### src/rtl/axis_gen_pkg.sv
// Shared types and helpers for the S2MM test packet generator.
// No logic of its own: state encoding, last-beat keep lookup and LFSR seed.
package axis_gen_pkg;

  typedef enum logic [1:0] {
    IDLE = 2'd0,
    SEND = 2'd1,
    DONE = 2'd2
  } gen_state_e;

  localparam logic [15:0] LFSR_INIT = 16'hACE1;

  // Byte enables of the final beat, indexed by byte length modulo 4.
  function automatic logic [3:0] last_keep(input logic [1:0] len);
    case (len)
      2'd1:    last_keep = 4'b0001;
      2'd2:    last_keep = 4'b0011;
      2'd3:    last_keep = 4'b0111;
      default: last_keep = 4'b1111;
    endcase
  endfunction

endpackage

### src/rtl/axis_gen_lfsr.sv
// 16-bit Fibonacci LFSR (x^16+x^14+x^13+x^11+1), advances when en is high.
// One-cycle update latency; no backpressure.
module axis_gen_lfsr
  import axis_gen_pkg::*;
(
  input  logic        axi_aclk,
  input  logic        axi_resetn,
  input  logic        en,
  output logic [15:0] lfsr
);

  always_ff @(posedge axi_aclk) begin
    if (!axi_resetn) begin
      lfsr <= LFSR_INIT;
    end else if (en) begin
      lfsr <= {lfsr[0] ^ lfsr[2] ^ lfsr[3] ^ lfsr[5], lfsr[15:1]};
    end
  end

endmodule

### src/rtl/axis_s2mm_pkt_gen.sv
// AXI4-Stream packet source: start -> one packet of byte_len bytes, beat k = seed + k, tvalid one cycle after start.
// Beats hold while tready is low; optional random bubbles when AXIS_GEN_THROTTLE_EN is defined.
module axis_s2mm_pkt_gen
  import axis_gen_pkg::*;
#(
  parameter int DATA_WIDTH = 32,
  parameter int LEN_W      = 16
) (
  input  logic                  axi_aclk,
  input  logic                  axi_resetn,
  input  logic                  start,
  input  logic [LEN_W-1:0]      byte_len,
  input  logic [DATA_WIDTH-1:0] seed,
  output logic [DATA_WIDTH-1:0] s_axis_s2mm_tdata,
  output logic [3:0]            s_axis_s2mm_tkeep,
  output logic                  s_axis_s2mm_tvalid,
  input  logic                  s_axis_s2mm_tready,
  output logic                  s_axis_s2mm_tlast,
  output logic                  busy,
  output logic                  done,
  output logic [LEN_W-1:0]      tx_beats
);

  gen_state_e            state_q, state_d;
  logic                  vld_q, vld_d;
  logic [LEN_W-1:0]      idx_q, idx_d;
  logic [LEN_W-1:0]      last_q, last_d;
  logic [1:0]            len_lo_q, len_lo_d;
  logic [DATA_WIDTH-1:0] dat_q, dat_d;
  logic [LEN_W-1:0]      tx_q, tx_d;
  logic                  gate;
  logic                  is_last;
  logic                  hs;
  logic [3:0]            keep_cur;

`ifdef AXIS_GEN_THROTTLE_EN
  logic [15:0] lfsr;
  logic        unused_lfsr;

  axis_gen_lfsr u_lfsr (
    .axi_aclk   (axi_aclk),
    .axi_resetn (axi_resetn),
    .en         (1'b1),
    .lfsr       (lfsr)
  );

  assign gate        = lfsr[0];
  assign unused_lfsr = ^lfsr[15:1];
`else
  assign gate = 1'b1;
`endif

  assign is_last  = (idx_q == last_q);
  assign hs       = vld_q & s_axis_s2mm_tready;
  assign keep_cur = is_last ? last_keep(len_lo_q) : 4'b1111;

  always_ff @(posedge axi_aclk) begin
    if (!axi_resetn) begin
      state_q  <= IDLE;
      vld_q    <= 1'b0;
      idx_q    <= '0;
      last_q   <= '0;
      len_lo_q <= '0;
      dat_q    <= '0;
      tx_q     <= '0;
    end else begin
      state_q  <= state_d;
      vld_q    <= vld_d;
      idx_q    <= idx_d;
      last_q   <= last_d;
      len_lo_q <= len_lo_d;
      dat_q    <= dat_d;
      tx_q     <= tx_d;
    end
  end

  always_comb begin
    state_d  = state_q;
    vld_d    = vld_q;
    idx_d    = idx_q;
    last_d   = last_q;
    len_lo_d = len_lo_q;
    dat_d    = dat_q;
    tx_d     = tx_q;
    case (state_q)
      IDLE: begin
        if (start) begin
          tx_d = '0;
          if (byte_len == '0) begin
            state_d = DONE;
          end else begin
            state_d  = SEND;
            idx_d    = '0;
            last_d   = (byte_len - LEN_W'(1)) >> 2;
            len_lo_d = byte_len[1:0];
            dat_d    = seed;
            vld_d    = gate;
          end
        end
      end
      SEND: begin
        if (hs) begin
          tx_d = tx_q + LEN_W'(1);
          if (is_last) begin
            state_d = DONE;
            vld_d   = 1'b0;
          end else begin
            idx_d = idx_q + LEN_W'(1);
            dat_d = dat_q + DATA_WIDTH'(1);
            vld_d = gate;
          end
        end else if (!vld_q) begin
          // A presented beat is held until accepted; only an empty slot may be filled.
          vld_d = gate;
        end
      end
      DONE: begin
        state_d = IDLE;
      end
      default: begin
        state_d = IDLE;
        vld_d   = 1'b0;
      end
    endcase
  end

  always_comb begin
    s_axis_s2mm_tdata = '0;
    for (int i = 0; i < 4; i++) begin
      if (vld_q && keep_cur[i]) begin
        s_axis_s2mm_tdata[8*i +: 8] = dat_q[8*i +: 8];
      end
    end
  end

  assign s_axis_s2mm_tvalid = vld_q;
  assign s_axis_s2mm_tkeep  = vld_q ? keep_cur : 4'b0000;
  assign s_axis_s2mm_tlast  = vld_q & is_last;
  assign busy               = (state_q != IDLE);
  assign done               = (state_q == DONE);
  assign tx_beats           = tx_q;

endmodule
### config.mk
export PLATFORM = sky130hd
export DESIGN_NAME = axis_s2mm_pkt_gen
export DESIGN_NICKNAME = d
export VERILOG_FILES = /design/src/rtl/axis_gen_pkg.sv /design/src/rtl/axis_gen_lfsr.sv /design/src/rtl/axis_s2mm_pkt_gen.sv
export SDC_FILE = /design/constraint.sdc
export NUM_CORES = 1
export LEC_CHECK = 0
export BUFFER_PORTS_ARGS = -buffer_cell sky130_fd_sc_hd__buf_2
export CAP_MARGIN = 20
export CORE_MARGIN = 2
export CORE_UTILIZATION = 56
export CTS_BUF_LIST = sky130_fd_sc_hd__clkbuf_8 sky130_fd_sc_hd__clkbuf_16
export DETAILED_ROUTE_END_ITERATION = 6
export GPL_TIMING_DRIVEN = 0
export PLACE_DENSITY = 0.81
export SLEW_MARGIN = 20
export SYNTH_ARGS = -nofsm -noshare
export SYNTH_HDL_FRONTEND = slang
export SYNTH_HIERARCHICAL = 1
export SYNTH_SLANG_ARGS = --single-unit
### constraint.sdc
create_clock -name axi_aclk -period 3.7 [get_ports axi_aclk]
set_clock_uncertainty 0.1 [all_clocks]
set_input_delay 0.185 -clock axi_aclk [delete_from_list [all_inputs] [get_ports axi_aclk]]
set_output_delay 0.185 -clock axi_aclk [all_outputs]
set_load 0.02 [all_outputs]
==> out/results.ini <==
[outcome]
status=finished, final reports clean

[sta]
final_max_slew_viol_count=0
holdWs_ns=0.00868
finalSetupViolations=0
fmax_ghz=0.306
period_needed_ns=3.27
period_share_pct=88.4
setup-tns-final_ns=0
max_slew_margin_pct=42.7
rsz0062_at_grt=no
worst_pin_slew_ns=0.855
finalHoldViolations=0

[power_and_ir_drop]
p_total_w=0.00265
power_density_nw_per_um2=432
ir_drop_mv=0.230
power_leakage_nw=2.31

[logic_synthesis]
synth-async-reset-ratio_pct=0
synth_xor_area_share_pct=6.00
netlist_area_um2=5260
syn_inst=668
yosysSeqAreaShare_pct=31.6
synth_compound_gate_area_share_pct=26.9
synthMuxAreaShare_pct=1.90
yosys.area_share.simple_pct=26.2
yosys_register_bits=83
ys.flop_type=dfxtp_1
synthDistinctLibCells=53
syn_nets=725
synth_top_family_by_area=compound AO/OA/AOI/OAI gates
synth_area_per_cell_um2=7.87
synth_warnings=6
yosys.area_share.adder_pct=1.19
synth_edf_count=0

[global_routing]
overflow=0
grt_pass1_wl_um=27600
grt.total_usage_pct=34.3
grt_max_degree=17
grt_antenna_before_repair=0
grt_pass1_vias=5520

[drt]
drt_iter0_drc=602
wire_per_inst_um=19.6
final_antenna_net_count=0
vias=5933
wl_um=17700
vias_per_cell=6.58
remaining_drc_errors=0
first_pass_iters=6

[placement]
place_area_um2=5940
place_congestion=0.991
dp_hpwl_um=13000
io_buffers=106

[floorplan]
start_util_pct=57.4
pin_count=108
fp.dieH_um=101
coreArea_um2=9150
die_w_um=101
rows=35
dieArea_um2=10200

[job]
max_cap_violations=0

[layout]
insertedDiodeCount=0
layout_common_cells=buf_2 (112), dfxtp_1 (83), nor2_1 (54)
seq_area_um2=1660
final_util_pct=67.1
syn2layout_area_growth_pct=16.8
final_nets=843
multi_input_area_um2=3290
fill_cells=822
drive_above_1_share_pct=19.1
postLayoutCellArea_um2=6140
final_common_cell=buf_2

[worst_setup_path]
critical_path_class=flip-flop to flip-flop
path_cells=clkbuf_1 > xnor2_1 > nand4_1 > nor4_2 > clkbuf_1 > clkbuf_1 > o21ai_0 > a21oi_1
crit_fanout=10
crit_path_end_kind=flip-flop
max_stage_delay_ns=0.64
cp_data_arrival_time_ns=3.46
required_ns=3.88
cp_slowest_cell=nor4_2
path_common_cell=clkbuf_1
startpoint_type=flip-flop

[clock_network]
cts_setup_buffers=0
cts_tree=yes
cts.sink_count=83
clock_latency_ns=0.37
path_clk_slew_ns=0.10
h-tree-depth=3
clockBufferDepth=2
cts_buffers=9
root_buffer=clkbuf_8

[hold_path]
min_path_type=input pin to flip-flop

## cell type report
| type | instances | share of cell area, % |
|---|---|---|
| clock inverter | 7 | 0.937 |
| clock buffer | 9 | 2.02 |
| multi-input combinational | 513 | 53.6 |
| sequential | 83 | 27.1 |
| buffer | 58 | 4.46 |
| inverter | 14 | 0.856 |
| timing repair buffer | 107 | 8.80 |
| tap | 111 | 2.26 |
## state kept, by name, indices dropped and copies added (netlist names)
name	cells
s_axis_s2mm_tvalid	1
state_q	2
tx_beats	16
len_lo_q	2
last_q	14
idx_q	16
dat_q	32
## report_power, final
group	internal, W	total [W]	switching (W)	leakage [nW]
registers	0.000980	0.00108	0.000105	0.677
clock network	0.000255	0.000639	0.000384	0.0886
logic	0.000316	0.000929	0.000614	1.54
## what timing repair did
action,CTS,global route
setup endpoints to repair,0,2
gates resized for setup,0,1
hold buffers,1,0
endpoints found under the hold margin,1,0
## worst max-delay path, delay by kind of cell (launching register included)
family,cells,cell delay [ns]
AOI/OAI and AO/OA,2,0.35
xor gates and xnor gates,1,0.19
DFF,1,0.32
and+or+nand+nor,2,0.86
buffers and inverters,3,1.38
## final timing paths
kind                                    to  cells past startpoint                startpoint  slack (ns)
setup / recovery     idx_q[0]$_SDFFE_PN0P_                      8     idx_q[2]$_SDFFE_PN0P_        0.43
hold / removal      last_q[8]$_SDFFE_PN0P_                      3              byte_len[10]       0.009
setup reg to reg     idx_q[0]$_SDFFE_PN0P_                      8     idx_q[2]$_SDFFE_PN0P_        0.43
hold reg to reg   len_lo_q[1]$_SDFFE_PN0P_                      2  len_lo_q[1]$_SDFFE_PN0P_        0.39
## kinds of logic (layout without fill, tap and decap cells)
family                   count (synthesis)  count (layout)
adder cells (fa/ha/maj)                  5               5
multiplexers                            10              10
AO/OA/AOI/OAI                          195             195
flip-flops                              83              83
AND/OR/NAND/NOR                        267             267
XOR/XNOR                                36              36
buffers and inverters                   72             195
## routing by layer
layer / vias up / GRT usage [%] / wire length [um]
met5: - / 0 / 0
met4: 0 / 15.1 / 586
met3: 55 / 6.38 / 1860
met2: 358 / 54.7 / 8050
met1: 2775 / 45.1 / 7190
li1: 2745 / - / -
## cells in the mapped netlist (14+ instances only)
library cell / instances / area share [%]
nor3_1: 22 / 2.1
o31ai_1: 24 / 3.4
nand2_1: 51 / 3.6
dfxtp_1: 83 / 32
and2_1: 41 / 4.9
clkbuf_1: 36 / 2.6
xnor2_1: 23 / 3.8
nor2_1: 54 / 3.9
a211oi_1: 21 / 3.0
a31oi_1: 14 / 1.7
nand4_1: 31 / 3.7
nand3_1: 26 / 2.5
a21oi_1: 44 / 4.2
## stage by stage
step / setup slack, ns / cells
5_1_grt: 0.197 / 902
4_1_cts: 0.288 / 902
2_1_floorplan: 1.07 / 668
3_5_place_dp: 0.314 / 885
3_3_place_gp: 0.470 / 885
6_report: 0.429 / 902
Note: power is estimated with default switching activity, not from simulation.
